File: src/rtl/streaming_width_converter.sv
// AXI-Stream width converter: splits each input word into LSB-first output beats (downsize),
// packs input words LSB-first into one output beat (upsize), or acts as a register slice (equal).
//
// Downsize FSM:
//   state    | meaning
//   ST_EMPTY | holding register free, output idle
//   ST_EMIT  | holding register loaded, slice idx_q presented on the output
module streaming_width_converter #(
  parameter int IN_WIDTH  = 24,
  parameter int OUT_WIDTH = 8
) (
  input  logic                 ap_clk,
  input  logic                 ap_rst_n,
  input  logic [IN_WIDTH-1:0]  in0_V_V_TDATA,
  input  logic                 in0_V_V_TVALID,
  output logic                 in0_V_V_TREADY,
  output logic [OUT_WIDTH-1:0] out_V_V_TDATA,
  output logic                 out_V_V_TVALID,
  input  logic                 out_V_V_TREADY
);

  localparam int R  = (IN_WIDTH > OUT_WIDTH) ? IN_WIDTH / OUT_WIDTH : OUT_WIDTH / IN_WIDTH;
  localparam int CW = (R > 1) ? $clog2(R) : 1;

  if ((IN_WIDTH % OUT_WIDTH != 0) && (OUT_WIDTH % IN_WIDTH != 0)) begin : g_bad_ratio
    $error("streaming_width_converter: widths must be integer multiples of each other");
  end

  if (IN_WIDTH > OUT_WIDTH) begin : g_down
    typedef enum logic {ST_EMPTY, ST_EMIT} state_t;
    state_t              state_q, state_d;
    logic [CW-1:0]       idx_q, idx_d;
    logic [IN_WIDTH-1:0] hold_q, hold_d;
    logic                last_slice, in_acc, out_acc;

    always_comb begin
      state_d    = state_q;
      idx_d      = idx_q;
      hold_d     = hold_q;
      last_slice = (idx_q == CW'(R - 1));
      // Last slice leaving frees the register in the same cycle, so the next word loads without a bubble.
      in0_V_V_TREADY = ap_rst_n && ((state_q == ST_EMPTY) || (out_V_V_TREADY && last_slice));
      out_V_V_TVALID = (state_q == ST_EMIT);
      out_V_V_TDATA  = hold_q[idx_q*OUT_WIDTH +: OUT_WIDTH];
      in_acc  = in0_V_V_TVALID && in0_V_V_TREADY;
      out_acc = out_V_V_TVALID && out_V_V_TREADY;
      if (out_acc) begin
        if (last_slice) begin
          idx_d   = '0;
          state_d = ST_EMPTY;
        end else begin
          idx_d = idx_q + CW'(1);
        end
      end
      if (in_acc) begin
        hold_d  = in0_V_V_TDATA;
        state_d = ST_EMIT;
      end
    end

    always_ff @(posedge ap_clk or negedge ap_rst_n) begin
      if (!ap_rst_n) begin
        state_q <= ST_EMPTY;
        idx_q   <= '0;
        hold_q  <= '0;
      end else begin
        state_q <= state_d;
        idx_q   <= idx_d;
        hold_q  <= hold_d;
      end
    end
  end else if (OUT_WIDTH > IN_WIDTH) begin : g_up
    logic [(R-1)*IN_WIDTH-1:0] pack_q, pack_d;
    logic [CW-1:0]             cnt_q, cnt_d;
    logic [OUT_WIDTH-1:0]      data_q, data_d;
    logic                      valid_q, valid_d;
    logic                      in_acc, out_acc;

    always_comb begin
      pack_d  = pack_q;
      cnt_d   = cnt_q;
      data_d  = data_q;
      valid_d = valid_q;
      in0_V_V_TREADY = ap_rst_n && (!valid_q || out_V_V_TREADY);
      out_V_V_TVALID = valid_q;
      out_V_V_TDATA  = data_q;
      in_acc  = in0_V_V_TVALID && in0_V_V_TREADY;
      out_acc = valid_q && out_V_V_TREADY;
      if (out_acc) valid_d = 1'b0;
      if (in_acc) begin
        if (cnt_q == CW'(R - 1)) begin
          // Final word bypasses the pack register straight into the top of the output beat.
          data_d  = {in0_V_V_TDATA, pack_q};
          valid_d = 1'b1;
          cnt_d   = '0;
        end else begin
          pack_d[cnt_q*IN_WIDTH +: IN_WIDTH] = in0_V_V_TDATA;
          cnt_d = cnt_q + CW'(1);
        end
      end
    end

    always_ff @(posedge ap_clk or negedge ap_rst_n) begin
      if (!ap_rst_n) begin
        pack_q  <= '0;
        cnt_q   <= '0;
        data_q  <= '0;
        valid_q <= 1'b0;
      end else begin
        pack_q  <= pack_d;
        cnt_q   <= cnt_d;
        data_q  <= data_d;
        valid_q <= valid_d;
      end
    end
  end else begin : g_pass
    logic [OUT_WIDTH-1:0] data_q;
    logic                 valid_q;

    always_comb begin
      in0_V_V_TREADY = ap_rst_n && (!valid_q || out_V_V_TREADY);
      out_V_V_TVALID = valid_q;
      out_V_V_TDATA  = data_q;
    end

    always_ff @(posedge ap_clk or negedge ap_rst_n) begin
      if (!ap_rst_n) begin
        data_q  <= '0;
        valid_q <= 1'b0;
      end else if (in0_V_V_TREADY) begin
        valid_q <= in0_V_V_TVALID;
        if (in0_V_V_TVALID) data_q <= in0_V_V_TDATA;
      end
    end
  end

endmodule

File: config.mk
export PLATFORM = sky130hd
export DESIGN_NAME = streaming_width_converter
export DESIGN_NICKNAME = d
export VERILOG_FILES = /design/src/rtl/streaming_width_converter.sv
export SDC_FILE = /design/constraint.sdc
export NUM_CORES = 1
export LEC_CHECK = 0
export ABC_CLOCK_PERIOD_IN_PS = 1500
export CORE_MARGIN = 4
export CORE_UTILIZATION = 37
export CTS_CLUSTER_SIZE = 40
export DETAILED_ROUTE_END_ITERATION = 10
export PLACE_DENSITY = 0.66
export SYNTH_ARGS = -nofsm -noshare
export SYNTH_HDL_FRONTEND = slang
export SYNTH_SLANG_ARGS = --single-unit
export TNS_END_PERCENT = 100
File: constraint.sdc
create_clock -name ap_clk -period 1.5 [get_ports ap_clk]
set_input_delay 0.3 -clock ap_clk [delete_from_list [all_inputs] [get_ports ap_clk]]
set_output_delay 0.3 -clock ap_clk [all_outputs]
set_load 0.005 [all_outputs]
Yosys cells after proc, flatten, opt, wreduce, memory -nomap -nowiden

Index checks and enable logic that the tools add are counted.

Bits in registers: 27
Output and inout bits: 10
Logic and storage cells: 19

$add $sub $neg: 1
Shift-type cells: 1
Equal/unequal tests: 1
Muxes and demuxes: 4
Reduce and logical (&&, ||, !) cells: 8
Bitwise operators: 1

Operators with widths:

| cell                | count |
|---|---|
| $shiftx 24x6->8     | 1 |
| $logic_and 1x1->1   | 4 |
| $reduce_bool 2->1   | 2 |
| $mux 1              | 3 |
| $add 2x1->2 const B | 1 |
| $eq 2x2->1 const B  | 1 |
| $mux 2              | 1 |
| $reduce_and 2->1    | 1 |
| $logic_or 1x1->1    | 1 |
| $not 1->1           | 1 |

Longest topological paths before layout

Gate-level depths: netlist (run 1).

Depth after elaboration: 7
Depth in mapped cells: 4
Depth with buffers taken out: 3

Worst setup path after synthesis (run 1)

OpenSTA, ideal clock, no wires.

Path type: register -> register
From: register g_down.idx_q[0]
To: register g_down.hold_q[0]
Setup slack: 0.125 ns
Data required time: 1.372 ns
Arrival: 1.248 ns
Path buffers: 1
Cell stages (with the launch flop): 5
Cell sequence: dfrtp_1 nand3b_4 a21oi_4 buf_4 mux2_1

Cells in the longest elaborated chain, start to end: 5

RTL lines:

| what                   | line | RTL |
|---|---|---|
| start, declared        | 32   | `logic [CW-1:0] idx_q, idx_d;` |
| start signal, assigned | 68   | `idx_q <= idx_d;` |
| $eq 2x2->1             | 40   | `last_slice = (idx_q == CW'(R - 1));` |
| $logic_and 1x1->1      | 42   | `in0_V_V_TREADY = ap_rst_n && ((state_q == ST_EMPTY) \|\| (out_V_V_TREADY && last_slice));` |
| $logic_or 1x1->1       | 42   |  |
| $logic_and 1x1->1      | 42   |  |
| $logic_and 1x1->1      | 45   | `in_acc = in0_V_V_TVALID && in0_V_V_TREADY;` |
| end signal, assigned   | 69   | `hold_q <= hold_d;` |
| end, declared          | 33   | `logic [IN_WIDTH-1:0] hold_q, hold_d;` |

No other way between the ends.
A chain may end at the register's enable or synchronous reset.

Worst setup path after layout (run 1)

From: register g_down.idx_q[1]
To: output port out_V_V_TDATA[4]

Cells in the longest elaborated chain, start to end: 1

RTL lines:

| what            | line | RTL |
|---|---|---|
| $shiftx 24x6->8 | 44   | `out_V_V_TDATA = hold_q[idx_q*OUT_WIDTH +: OUT_WIDTH];` |
| end, declared   | 17   | `output logic [OUT_WIDTH-1:0] out_V_V_TDATA,` |

No other way between the ends.

==> out/results.txt, run 1 <==
Crit path required time - 1200 ps
# port buffers - 37
Synth cell types - 15
clock slew at reported path FFs - 150 ps
Layout fillers - 288
worst-path fanout max - 4
All-Layer GR Usage - 0.138
pre-CTS setup slack - -451 ps
detailed-route via count - 918
DR DRC count - 0
Post-Route WL - 3020 um
RSZ-0062 raised after global routing - yes
clock buffer count from CTS - 3
startpoint types - register
post-route ant nets - 0
Synth-to-Final Area Change - 61.2%
P_leak - 0.891 nW
routability cong. - 0.709
CP Capture Type - output port
CTS root buffer - clkbuf_4
GRT overflow - 0
final setup violation count - 33
mean post-synth cell area - 13.3 um^2
Max Fclk - 607 MHz
DPL Wire Length - 1770 um
DR pass1 iterations - 2
Period minus WS final - 1650 ps
Die Width - 65.2 um
Final nets - 175
vias per inst - 4.83
failing checks - setup timing
most common cell after layout, fill and taps aside - clkdlybuf4s50_1
total power - 3.51 mW
Hold Path Class - in -> async
Post-Syn Area - 1210 um^2
final core utilization - 0.629
Longest Clk Path Bufs - 2
Max-slew headroom - 0.770
TritonCTS clock tree - done
core region area - 3100 um^2
Synthesized Nets - 119
worst skew pair latency - 320 ps
register area share after synthesis - 0.558
CP Class - reg -> out
Multi-input gate area - 626 um^2
post-synthesis register bit count - 27
synth warn - 0
most frequent cells in the layout - clkdlybuf4s50_1 (27), dfrtp_1 (26), mux2_4 (24)
vias in the first global route - 957
setup ws final - -149 ps
Final Slew Violations - 0
number of diodes - 0
Final Skew - 8.64 ps
first-pass GRT wire length - 4460 um
Starting Density - 0.390
share of cells above drive strength 1 - 0.466
# IOs - 38
Rows - 20
Worst Path Arrival - 1350 ps
outcome - complete, but fails checks
die area - 4250 um^2
Die Span Y - 65.2 um
pin count of the biggest net entering global routing - 28
Power Density - 1800 nW/um^2
final hold vios - 0
max-cap viol count - 0
antenna violations before repair - 0
final period utilization - 1.10
Register Area - 677 um^2
Mapped Cells - 91
wire per inst - 15.9 um
# clock sinks - 27
H-tree depth - 1
1st-iter DRT viols - 2
Setup TNS Final - -2910 ps
worst vdd ir - 0.727 mV
Worst Tran Pin Value - 344 ps
[final cells by class]
| class | count | area share |
|---|---|---|
| clock buffer | 3 | 0.0115 |
| clock inverter | 1 | 0.00256 |
| tap | 44 | 0.0282 |
| sequential | 27 | 0.347 |
| timing repair buffer | 56 | 0.290 |
| multi-input combinational | 59 | 0.321 |
[worst paths after layout]
| path | startpoint | end | slack (ps) | cells after the start |
|---|---|---|---|---|
| max | g_down.idx_q[1]$_DFFE_PN0P_ | out_V_V_TDATA[4] | -150 | 4 |
| min | ap_rst_n | g_down.hold_q[23]$_DFFE_PN0P_ | 380 | 2 |
| max reg2reg | g_down.idx_q[0]$_DFFE_PN0P_ | g_down.hold_q[2]$_DFFE_PN0P_ | -100 | 6 |
| min reg2reg | g_down.hold_q[14]$_DFFE_PN0P_ | g_down.hold_q[14]$_DFFE_PN0P_ | 530 | 1 |
| max in group asynchronous | ap_rst_n | g_down.idx_q[1]$_DFFE_PN0P_ | 850 | 2 |
| min in group ap_clk | g_down.hold_q[14]$_DFFE_PN0P_ | g_down.hold_q[14]$_DFFE_PN0P_ | 530 | 1 |
[per-stage QoR]
step	hold slack, ps	cells	instance area, um^2
floorplan	4.41	91	1210
global placement	467	177	1700
detailed placement	474	177	1700
CTS	391	189	1840
global route	398	190	1950
finish	385	190	1950
[worst max-delay path: stages (launching register included)]
cell	delay (ps)
dfrtp_2	460
buf_6	150
mux2i_1	210
o21ai_1	80
buf_2	130
[cell families (layout without fill, tap and decap cells)]
family,after synthesis,after routing,share of synthesized area
muxes,33,33,0.299
and+or+nand+nor,16,16,0.0682
AOI/OAI and AO/OA,10,10,0.0527
DFF,27,27,0.558
buffers and inverters,5,60,0.0227
[Yosys cell counts]
| library cell | instances | area, um^2 |
|---|---|---|
| mux2i_1 | 8 | 80.1 |
| o21ai_0 | 8 | 40.0 |
| buf_4 | 2 | 15.0 |
| nor2b_1 | 1 | 6.26 |
| nand2_1 | 12 | 45.0 |
| nand3b_4 | 1 | 20.0 |
| buf_2 | 1 | 5.00 |
| mux2_2 | 5 | 56.3 |
| dfrtp_1 | 27 | 676 |
| and2_1 | 1 | 6.26 |
| nor3_1 | 1 | 5.00 |
| mux2_1 | 20 | 225 |
| a21oi_4 | 1 | 16.3 |
| clkbuf_1 | 2 | 7.51 |
| a21o_1 | 1 | 7.51 |
[what timing repair did]
| action | in CTS | in global routing |
|---|---|---|
| pin swaps | 9 | 2 |
| buffers inserted | 6 | 1 |
| cloned | 2 | 1 |
| hold buffers | 0 | 0 |
| gates resized for setup | 63 | 28 |
| endpoints found under the setup margin | 29 | 33 |
[layer usage]
metal | up-vias | wire length, um | track usage
li1 | 426 | - | -
met1 | 464 | 1330 | 0.166
met2 | 26 | 1520 | 0.236
met3 | 2 | 160 | 0.0376
met4 | 0 | 14 | 0.0466
met5 | - | 0 | 0
[state kept, by name, indices dropped and copies added, names as in the netlist]
name	flops
g_down.idx_q	2
out_V_V_TVALID	1
g_down.hold_q	24
[power breakdown]
| group | switching, mW | internal, mW |
|---|---|---|
| combinational | 0.649 | 1.21 |
| clock | 0.214 | 0.0998 |
| sequential | 0.249 | 1.09 |
Power figures use the tool's default switching activity.
==> run 2, diff against run 1 <==
--- a/config.mk
+++ b/config.mk
@@ -10,6 +10,7 @@
 export CORE_UTILIZATION = 37
 export CTS_CLUSTER_SIZE = 40
 export DETAILED_ROUTE_END_ITERATION = 10
+export GPL_ROUTABILITY_DRIVEN = 0
 export PLACE_DENSITY = 0.66
 export SYNTH_ARGS = -nofsm -noshare
 export SYNTH_HDL_FRONTEND = slang
==> results of run 2 <==
Same layout as run 1: the final DEF is identical, and so are final timing and power.
==> run 3, diff against run 2 <==
--- a/config.mk
+++ b/config.mk
@@ -12,6 +12,7 @@
 export DETAILED_ROUTE_END_ITERATION = 10
 export GPL_ROUTABILITY_DRIVEN = 0
 export PLACE_DENSITY = 0.66
+export SLEW_MARGIN = 20
 export SYNTH_ARGS = -nofsm -noshare
 export SYNTH_HDL_FRONTEND = slang
 export SYNTH_SLANG_ARGS = --single-unit
==> results of run 3 <==
Same layout as run 1: the final DEF is identical, and so are final timing and power.
